### src/rtl/reg_pipeline.sv
// Elastic register pipeline: DEPTH valid/ready stages with bubble collapse,
// synchronous flush and a registered occupancy count.
module reg_pipeline #(
  parameter int                 WIDTH       = 5,
  parameter int                 DEPTH       = 2,
  parameter logic [WIDTH-1:0]   RESET_VALUE = '0
) (
  input  logic                           clk,
  input  logic                           reset,
  input  logic                           in_valid,
  output logic                           in_ready,
  input  logic [WIDTH-1:0]               in_data,
  output logic                           out_valid,
  input  logic                           out_ready,
  output logic [WIDTH-1:0]               out_data,
  input  logic                           flush,
  output logic [$clog2(DEPTH+1)-1:0]     occupancy
);

  localparam int OCC_W = $clog2(DEPTH+1);

  logic [WIDTH-1:0] data_q  [DEPTH];
  logic [WIDTH-1:0] up_data [DEPTH];
  logic [DEPTH-1:0] valid_q;
  logic [DEPTH-1:0] valid_d;
  logic [DEPTH-1:0] up_valid;
  logic [DEPTH-1:0] load;
  logic [DEPTH:0]   ready;
  logic [OCC_W-1:0] count_d;
  logic             ready_acc;

  // ready chain is built with a scalar accumulator so the vector never feeds itself
  always_comb begin
    ready     = '0;
    ready_acc = out_ready;
    ready[DEPTH] = out_ready;
    for (int i = DEPTH-1; i >= 0; i--) begin
      ready_acc = !valid_q[i] || ready_acc;
      ready[i]  = ready_acc;
    end

    up_valid   = '0;
    up_data[0] = in_data;
    up_valid[0] = in_valid;
    for (int i = 1; i < DEPTH; i++) begin
      up_valid[i] = valid_q[i-1];
      up_data[i]  = data_q[i-1];
    end

    load    = '0;
    valid_d = '0;
    count_d = '0;
    for (int i = 0; i < DEPTH; i++) begin
      load[i]    = up_valid[i] && ready[i] && !flush;
      valid_d[i] = !flush && (load[i] || (valid_q[i] && !ready[i+1]));
      count_d    = count_d + OCC_W'(valid_d[i]);
    end
  end

  // flush suppresses every load, so data registers keep their contents
  always_ff @(posedge clk or posedge reset) begin
    if (reset) begin
      valid_q   <= '0;
      occupancy <= '0;
      for (int i = 0; i < DEPTH; i++) begin
        data_q[i] <= RESET_VALUE;
      end
    end else begin
      valid_q   <= valid_d;
      occupancy <= count_d;
      for (int i = 0; i < DEPTH; i++) begin
        if (load[i]) begin
          data_q[i] <= up_data[i];
        end
      end
    end
  end

  assign in_ready  = ready[0] && !flush;
  assign out_valid = valid_q[DEPTH-1];
  assign out_data  = data_q[DEPTH-1];

endmodule

### config.mk
export PLATFORM = sky130hd
export DESIGN_NAME = reg_pipeline
export DESIGN_NICKNAME = d
export VERILOG_FILES = /design/src/rtl/reg_pipeline.sv
export SDC_FILE = /design/constraint.sdc
export NUM_CORES = 1
export LEC_CHECK = 0
export ABC_AREA = 0
export ABC_CLOCK_PERIOD_IN_PS = 2700
export CAP_MARGIN = 20
export CORE_MARGIN = 4
export CORE_UTILIZATION = 46
export CTS_CLUSTER_SIZE = 8
export DETAILED_ROUTE_END_ITERATION = 10
export GPL_ROUTABILITY_DRIVEN = 0
export PLACE_DENSITY = 0.79
export SETUP_SLACK_MARGIN = 0.3
export SYNTH_ARGS = -nofsm -noshare
export SYNTH_HDL_FRONTEND = slang
export SYNTH_SLANG_ARGS = --single-unit
### constraint.sdc
create_clock -name clk -period 2.7 [get_ports clk]
set_input_delay 0.54 -clock clk [delete_from_list [all_inputs] [get_ports clk]]
set_output_delay 0.54 -clock clk [all_outputs]
set_load 0.01 [all_outputs]
==> impl_metrics.toml <==
[outcome]
status = "complete, no violations"

[critical_path]
startpoint_type = "primary input"
end_kind = "primary output"
worstSetupPathType = "primary input to primary output"
arrival_ps = 1440
required_ps = 2160
critPathMaxFanout = 3

[timing]
setup_violations = 0
period_share_pct = 73.4
fmax_mhz = 505
hold_violations = 0
worstMarginPinSlew_ps = 518
fin_tns_setup_ps = 0
rsz0062_at_grt = "no"
slew_headroom_pct = 65.4
worst_clock_skew_ps = 0.770
final_max_slew_viol_count = 0
min_period_ps = 1980

[synth]
ys_seq_elements = 14
synth.yosys.seq_area_share_pct = 58.6
synth_cell_types = 13
synthArstFlopShare_pct = 100
synth_most_common_cell = "dfrtp_1"
synth.yosys.warnings = 0
synth_top_flop_cell = "dfrtp_1"
syn_inst = 41
synth_top_area_cell = "dfrtp_1"
synth-edff-count = 0
synth_common_cells = "14 x dfrtp_1, 5 x buf_4, 5 x mux2_2, 5 x mux2_4, 3 x nor2_1"
yosysTopAreaCellShare_pct = 58.6
postSynthAreaPerCell_um2 = 14.6
syn_area_um2 = 598
synth.area.top_cells = "dfrtp_1 59%, mux2_4 13%, mux2_2 9.4%"
syn-num-nets = 52

[cells_and_area]
diodes = 0
area_delta_synth_final_pct = 31.4
utilization_pct = 67.1
layout-drive-gt1-share_pct = 24.6
fin_cells = 71
fin_nets = 69
fill_cells = 86

[global_routing]
grt_pass1_wl_um = 1510
grt_pass1_vias = 328
grtUsageTotal_pct = 11.0
grt_antenna_before_repair = 0
overflow = 0
grt_max_degree = 15

[clock_tree]
htreeDepth = 1
cts_inserted_buffers = 3
cts_tree = "built"
worstSkewPairLatency_ps = 270
root_buffer = "clkbuf_4"
post_cts_buffers = 0
path_clk_slew_ps = 80
cts.sinks = 14
cts_buffer_depth = 2

[floorplan]
fp.dieW_um = 44.1
io_pins = 19
row_count = 12
die-area_mm2 = 0.00194
core_mm2 = 0.00117
die_h_um = 44.1
initial_utilization_pct = 51.1

[place]
hpwlAfterDp_um = 719
placedCellCount = 67
portBuffers = 18

[run]
cap_violations = 0

[power_and_ir_drop]
internal-power_uw = 421
netSwitchingFraction_pct = 22.7
comb_power_share_pct = 24.7
clkPwrFrac_pct = 26.5
switchingPower_uw = 124
total_power_uw = 545
ir_worst_vdd_mv = 0.331
power_frac_seq_pct = 48.7
p_leak_nw = 0.375
powerDensity_mw_per_mm2 = 694

[routing]
num_vias = 332
drt_iter0_drc = 1
drcViolationCount = 0
viasPerCell = 4.68
wirelength_um = 925
ant_nets = 0
dr.pass1.iters = 5
post_drt_wl_per_cell_um = 13.0

[hold_path]
hp-class = "register to register"
power groups by stage:
stage	Sequential (mW)	Combinational (mW)	Clock, mW
final	0.266	0.135	0.145
after CTS	0.266	0.138	0.153
after global placement	0.268	0.135	0
after detailed placement	0.270	0.138	0
after global routing	0.271	0.144	0.167
after floorplan	0.267	0.0971	0
routing by layer:
layer	share of wire (%)	global-route usage, %	up-vias
li1	-	-	163
met1	44	13.7	157
met2	49	17.2	10
met3	6.5	2.44	2
met4	0.54	7.23	0
met5	0	0	-
final timing paths:
| check | depth (start not counted) | end | start | slack (ps) |
|---|---|---|---|---|
| max | 4 | in_ready | out_ready | 720 |
| min | 1 | out_data[0] | out_data[0] | 510 |
| max reg2reg | 3 | data_q[9] | valid_q[0] | 1130 |
| min reg2reg | 1 | out_data[0] | out_data[0] | 510 |
| max in group asynchronous | 2 | data_q[9] | reset | 1750 |
| min in group asynchronous | 2 | data_q[6] | reset | 600 |
flip-flops by register name, indices dropped and copies added (netlist names):
name       flops
out_data       5
data_q         5
valid_q        2
occupancy      2
cell families (layout without fill, tap and decap cells):
| family | count (synthesis) | in the layout | synth area share (%) |
|---|---|---|---|
| AOI/OAI and AO/OA | 1 | 1 | 0.836 |
| adders and majority gates | 1 | 1 | 2.09 |
| buffers and inverters | 8 | 24 | 9.42 |
| DFF | 14 | 14 | 58.6 |
| muxes | 10 | 10 | 22.0 |
| and+or+nand+nor | 7 | 7 | 7.11 |
through the flow:
stage | worst slack [ps] | cell area, um^2 | hold slack, ps
2_1_floorplan | 1090 | 598 | 429
3_3_place_gp | 346 | 747 | 486
3_5_place_dp | 331 | 747 | 492
4_1_cts | 328 | 783 | 512
5_1_grt | 678 | 786 | 538
6_report | 719 | 786 | 507
worst max-delay path: stages:
cell and delay, ps:
clkdlybuf4s50_1 460, and3b_1 200, nor2_1 80, dlymetal6s2s_1 160
area by class of cell:
class | instances | area [um^2] | share of cell area, %
timing repair buffer | 18 | 183 | 23.2
inverter | 2 | 7.51 | 0.955
sequential | 14 | 350 | 44.6
multi-input combinational | 19 | 191 | 24.4
clock buffer | 4 | 36.3 | 4.62
tap | 14 | 17.5 | 2.23
layout by cell type, fill, tap and decap left out:
| master | n |
|---|---|
| nand2b_1 | 1 |
| mux2_2 | 5 |
| nand3b_1 | 1 |
| and3b_1 | 1 |
| a21oi_1 | 1 |
| inv_1 | 2 |
| dfrtp_1 | 14 |
| clkbuf_8 | 1 |
| clkdlybuf4s50_1 | 17 |
| mux2_4 | 5 |
| ha_1 | 1 |
| nor2_1 | 3 |
| dlymetal6s2s_1 | 1 |
| clkbuf_4 | 3 |
| or3b_1 | 1 |
what timing repair did:
item | 4_1_cts | 5_1_grt
endpoints found under the hold margin | 0 | 0
resized for setup | 0 | 1
endpoints found under the setup margin | 0 | 1
hold buffers | 0 | 0
Note: power is estimated with default switching activity, not from simulation.
